[config.mk]
export PLATFORM = sky130hd
export DESIGN_NAME = ucaspian_step_ctrl
export DESIGN_NICKNAME = d
export VERILOG_FILES = /design/src/rtl/ucaspian_step_ctrl.sv
export SDC_FILE = /design/constraint.sdc
export NUM_CORES = 1
export LEC_CHECK = 0
export CORE_MARGIN = 3
export CORE_UTILIZATION = 50
export DETAILED_ROUTE_END_ITERATION = 6
export PLACE_DENSITY = 0.85
export SKIP_CTS_REPAIR_TIMING = 1
export SYNTH_ARGS = -nofsm -noshare
export SYNTH_HDL_FRONTEND = slang
export SYNTH_SLANG_ARGS = --single-unit
[constraint.sdc]
create_clock -name clk -period 5.8 [get_ports clk]
set_input_delay 0.87 -clock clk [delete_from_list [all_inputs] [get_ports clk]]
set_output_delay 0.87 -clock clk [all_outputs]
set_load 0.01 [all_outputs]
[src/rtl/ucaspian_step_ctrl.sv]
// Timestep sequencer for uCaspian: host clear/run commands -> clear/next_step/enable, done aggregation, time counter.
// Outputs registered (1 cycle); cmd_ready only in IDLE, host holds cmd_valid. Optional watchdog: UCASPIAN_STEP_WATCHDOG_EN.
module ucaspian_step_ctrl #(
    parameter int NUM_UNITS     = 3,
    parameter int TIME_W        = 32,
    parameter int SETTLE_CYCLES = 2,
    parameter int WDOG_CYCLES   = 65535
) (
    input  logic                 clk,
    input  logic                 reset,
    input  logic                 cmd_valid,
    output logic                 cmd_ready,
    input  logic [1:0]           cmd_op,
    input  logic [15:0]          cmd_steps,
    input  logic                 cmd_abort,
    output logic                 clear_act,
    output logic                 clear_config,
    output logic                 next_step,
    output logic                 enable,
    input  logic [NUM_UNITS-1:0] clear_done,
    input  logic [NUM_UNITS-1:0] step_done,
    output logic                 busy,
    output logic                 step_tick,
    output logic [TIME_W-1:0]    time_count,
    output logic                 err
);

    typedef enum logic [2:0] {
        S_IDLE,
        S_CLEAR,
        S_STEP,
        S_SETTLE,
        S_WAIT_DONE
    } state_t;

    localparam logic [3:0] SETTLE_INIT = 4'(SETTLE_CYCLES);

    state_t              state, state_d;
    logic [15:0]         remaining, remaining_d;
    logic [3:0]          settle_cnt, settle_d;
    logic                cfg_sel, cfg_sel_d;
    logic [TIME_W-1:0]   time_d;
    logic                tick_d;
    logic                err_d;

`ifdef UCASPIAN_STEP_WATCHDOG_EN
    localparam int WDOG_W = $clog2(WDOG_CYCLES + 1);
    localparam logic [WDOG_W-1:0] WDOG_LAST = WDOG_W'(WDOG_CYCLES - 1);
    logic [WDOG_W-1:0] wdog_cnt, wdog_d;
    logic              wdog_run;
`else
    logic unused_wdog;
    assign unused_wdog = (WDOG_CYCLES == 0);
`endif

    always_comb begin
        state_d     = state;
        remaining_d = remaining;
        settle_d    = settle_cnt;
        cfg_sel_d   = cfg_sel;
        time_d      = time_count;
        tick_d      = 1'b0;
        err_d       = err;
        case (state)
            S_IDLE: begin
                if (cmd_valid && cmd_ready) begin
                    case (cmd_op)
                        2'd1: begin
                            state_d   = S_CLEAR;
                            cfg_sel_d = 1'b0;
                            settle_d  = SETTLE_INIT;
                        end
                        2'd2: begin
                            state_d   = S_CLEAR;
                            cfg_sel_d = 1'b1;
                            settle_d  = SETTLE_INIT;
                        end
                        2'd3: begin
                            if (cmd_steps != 16'd0) begin
                                remaining_d = cmd_steps;
                                state_d     = S_STEP;
                            end
                        end
                        default: ;
                    endcase
                end
            end
            S_CLEAR: begin
                // Units may still report done from a previous clear; ignore until settled.
                if (settle_cnt != 4'd0) begin
                    settle_d = settle_cnt - 4'd1;
                end else if (&clear_done) begin
                    time_d  = '0;
                    state_d = S_IDLE;
                end
            end
            S_STEP: begin
                if (remaining != 16'd0) remaining_d = remaining - 16'd1;
                settle_d = SETTLE_INIT;
                state_d  = S_SETTLE;
            end
            S_SETTLE: begin
                if (settle_cnt <= 4'd1) begin
                    settle_d = 4'd0;
                    state_d  = S_WAIT_DONE;
                end else begin
                    settle_d = settle_cnt - 4'd1;
                end
            end
            S_WAIT_DONE: begin
                if (&step_done) begin
                    tick_d = 1'b1;
                    time_d = time_count + TIME_W'(1);
                    if (remaining == 16'd0 || cmd_abort) state_d = S_IDLE;
                    else                                state_d = S_STEP;
                end
            end
            default: state_d = S_IDLE;
        endcase
`ifdef UCASPIAN_STEP_WATCHDOG_EN
        // A stalled unit must not hang the host forever; give up and flag it.
        wdog_run = ((state == S_CLEAR) && (settle_cnt == 4'd0)) || (state == S_WAIT_DONE);
        if (wdog_run && (state_d == state) && (wdog_cnt == WDOG_LAST)) begin
            err_d       = 1'b1;
            state_d     = S_IDLE;
            remaining_d = 16'd0;
        end
        if (state_d != state) wdog_d = '0;
        else if (wdog_run)    wdog_d = wdog_cnt + WDOG_W'(1);
        else                  wdog_d = wdog_cnt;
`endif
    end

`ifdef UCASPIAN_STEP_WATCHDOG_EN
    always_ff @(posedge clk) begin
        if (reset) wdog_cnt <= '0;
        else       wdog_cnt <= wdog_d;
    end
`endif

    // Outputs are decoded from the next state so they line up with the registered state.
    always_ff @(posedge clk) begin
        if (reset) begin
            state        <= S_IDLE;
            remaining    <= 16'd0;
            settle_cnt   <= 4'd0;
            cfg_sel      <= 1'b0;
            time_count   <= '0;
            step_tick    <= 1'b0;
            err          <= 1'b0;
            clear_act    <= 1'b0;
            clear_config <= 1'b0;
            next_step    <= 1'b0;
            enable       <= 1'b0;
            busy         <= 1'b0;
            cmd_ready    <= 1'b0;
        end else begin
            state        <= state_d;
            remaining    <= remaining_d;
            settle_cnt   <= settle_d;
            cfg_sel      <= cfg_sel_d;
            time_count   <= time_d;
            step_tick    <= tick_d;
            err          <= err_d;
            clear_act    <= (state_d == S_CLEAR) && !cfg_sel_d;
            clear_config <= (state_d == S_CLEAR) && cfg_sel_d;
            next_step    <= (state_d == S_STEP);
            enable       <= (state_d == S_STEP) || (state_d == S_SETTLE) || (state_d == S_WAIT_DONE);
            busy         <= (state_d != S_IDLE);
            cmd_ready    <= (state_d == S_IDLE);
        end
    end

endmodule

==> summary.txt <==
Run status - completed
CTS buffer count - 9
Routed wire per std cell - 16.4 microns
CTS Buffer Depth - 2
Clock transition at path regs - 70 ps
CP startpoint - step_done[0]
LEAKAGE - 0.00142 uW
Fmax - 0.331 GHz
Netlist cell types - 58
Diode count - 0
Ys flop type - dfxtp_1
Peak VDD IR - 126 uV
Final HPWL DP - 6360 microns
Clock tree root buffer cell - clkbuf_8
WL final - 9110 microns
DRT Pass-1 Iters - 6
Final worst slack - 2780 ps
Die area - 0.00797 sq mm
Final number of hold-violating endpoints - 0
Initial Utilization - 53.1%
Initial antenna violation count - 0
Mapped Cells - 424
Number of flops mapped to enable cells by yosys - 0
First-pass GRT wire length - 14500 microns
RSZ-0062 raised after global routing - false
Max-cap violations - 0
Vias per cell - 6.26
Synth Cell Area - 0.00347 sq mm
Via Count - 3476
Avg Synthesized Cell Area - 8.18 sq um
Ports - 68
Die width - 89.3 microns
P&R area growth vs syn - 24.0%
Post-Syn Nets - 460
Final min period - 3020 ps
Layout cells sized above 1 - 5.44%
Synth area leader - dfxtp_1
Crit path kind - input port to flop
I/O Buffers - 66
Crit. End Element - flop
Fin crit share - 52.0%
Die H - 89.3 microns
Gr usage total - 22.9%
Final setup fails - 0
Pre-CTS WS - 2440 ps
# nets final - 509
Setup_tns - 0 ps
Final ANT Viol Nets - 0
Worst setup SP type - input port
Hold slack - 483 ps
R2R depth - 5
Max transition margin - 28.4%
Worst endpoint required time - 6050 ps
CTS HTree Levels - 3
CTS tree - done
Sequential element share of the synthesized area - 36.4%
Worst-path fanout max - 14
Power per cell area - 236 mW/mm^2
Count of pins over their slew limit - 0
Clk sinks - 63
Drt initial violations - 241
Worst r2r dst - remaining[12]
Synth top area cells - dfxtp_1 36%, a21oi_1 5.3%, nor2_1 4.1%, o31ai_1 3.7%, xnor2_1 3.5%
Site Rows - 29
Top-area cell type share of the netlist area - 36.4%
Largest net degree at the start of global routing - 33
Clock skew - 9.18 ps
Vias in the first global route - 3036
Gr ovfl total - 0
Async SR Flop Fraction - 0%
Critical R2R Launch - remaining[2]
Post-route DRC - 0
Post-synthesis register bit count - 63
Worst setup path end - time_count[30]
GPL Wtd Cong - 0.943
Insertion delay to the later sink of the worst-skew pair - 340 ps
Yosys warns - 0
HP Class - flop to flop
R2r setup slk - 3080 ps
Arrival time worst endpoint - 3260 ps
Core area - 0.00653 sq mm
Worst Tran Pin Value - 1070 ps
[worst min path at each step]
| stage | from | to | slack, ps | cells past startpoint |
|---|---|---|---|---|
| 2_1_floorplan | remaining[15] | remaining[15] | 450 | 2 |
| 3_3_place_gp | remaining[14] | remaining[14] | 470 | 2 |
| 3_5_place_dp | remaining[14] | remaining[14] | 470 | 2 |
| 4_1_cts | remaining[14] | remaining[14] | 480 | 2 |
| 5_1_grt | time_count[31] | time_count[31] | 520 | 2 |
| 6_report | remaining[14] | remaining[14] | 480 | 2 |
[routing by layer]
metal  track usage, %  part of all wire, %  vias to the layer above
li1                 -                    -                     1707
met1             32.2                   45                     1613
met2             36.0                   47                      139
met3             3.13                  5.9                       17
met4             7.98                  1.5                        0
met5                0                    0                        -
[final cells by class]
| cell class | instances | area (sq um) |
|---|---|---|
| clock inverters | 5 | 56.3 |
| multi-input cells | 317 | 2010 |
| repair buffers | 67 | 668 |
| fillers | 519 | 2230 |
| flip-flops and latches | 63 | 1260 |
| well taps | 77 | 96.3 |
| inverters | 15 | 56.3 |
| clock buffers | 11 | 151 |
[critical path, stage by stage]
cell	delay, ps
clkdlybuf4s50_1	450
nand3_1	140
nor4b_2	610
o211ai_1	490
or4_1	530
a21oi_1	170
[kinds of logic after synthesis]
logic type,synth area share (%)
xor gates and xnor gates,4.04
muxes,0.289
other,0.108
adders and majority gates,2.89
DFF,36.4
and+or+nand+nor,27.1
AOI/OAI and AO/OA,23.5
buffers and inverters,5.70
[power breakdown]
group	switching [uW]	internal, uW	leakage, uW
sequential	14.3	445	0.000509
clock	176	221	0.000105
combinational	89.6	66.7	0.000806
total	280	733	0.00142
[cells in the mapped netlist (4+ instances only)]
library cell  count
nor2_1           38
a2111oi_0         4
nor4_1           11
clkbuf_1         21
ha_1              8
nand3_1          15
nand4_1          11
inv_1            15
o211ai_1          8
xnor2_1          14
or3_1            17
and3_1            6
nor3b_1           6
or4_1            11
o31a_1            4
a21oi_1          37
a211oi_1          5
o31ai_1          17
nand2_1          27
and4_1            4
nor3_1           10
o21ai_0          19
dfxtp_1          63
[sequential cells by signal (all words and copies together) (netlist names)]
signal        count
remaining        16
state             3
cmd_ready         1
step_tick         1
next_step         1
settle_cnt        4
enable            1
cfg_sel           1
clear_act         1
time_count       32
busy              1
clear_config      1
[layout by cell type, fill, tap and decap left out, drive strengths merged, types with 12 or more instances in the layout]
master,count
dfxtp,63
or4,12
o31ai,17
o21ai,22
nor2,39
nand3,15
or3,17
a21oi,37
nand2,27
inv,15
clkdlybuf4s50,66
xnor2,14
[per-stage QoR]
stage | instances | power, uW | instance area (sq um) | utilization (%)
after floorplan | 424 | 571 | 3470 | -
after detailed placement | 539 | 621 | 4090 | 62.6
final | 555 | 1010 | 4300 | 65.8
after CTS | 555 | 1010 | 4300 | 65.8
after global placement | 539 | 618 | 4090 | 62.6
after global routing | 555 | 1050 | 4300 | 65.8
(Power assumes the default switching activity.)
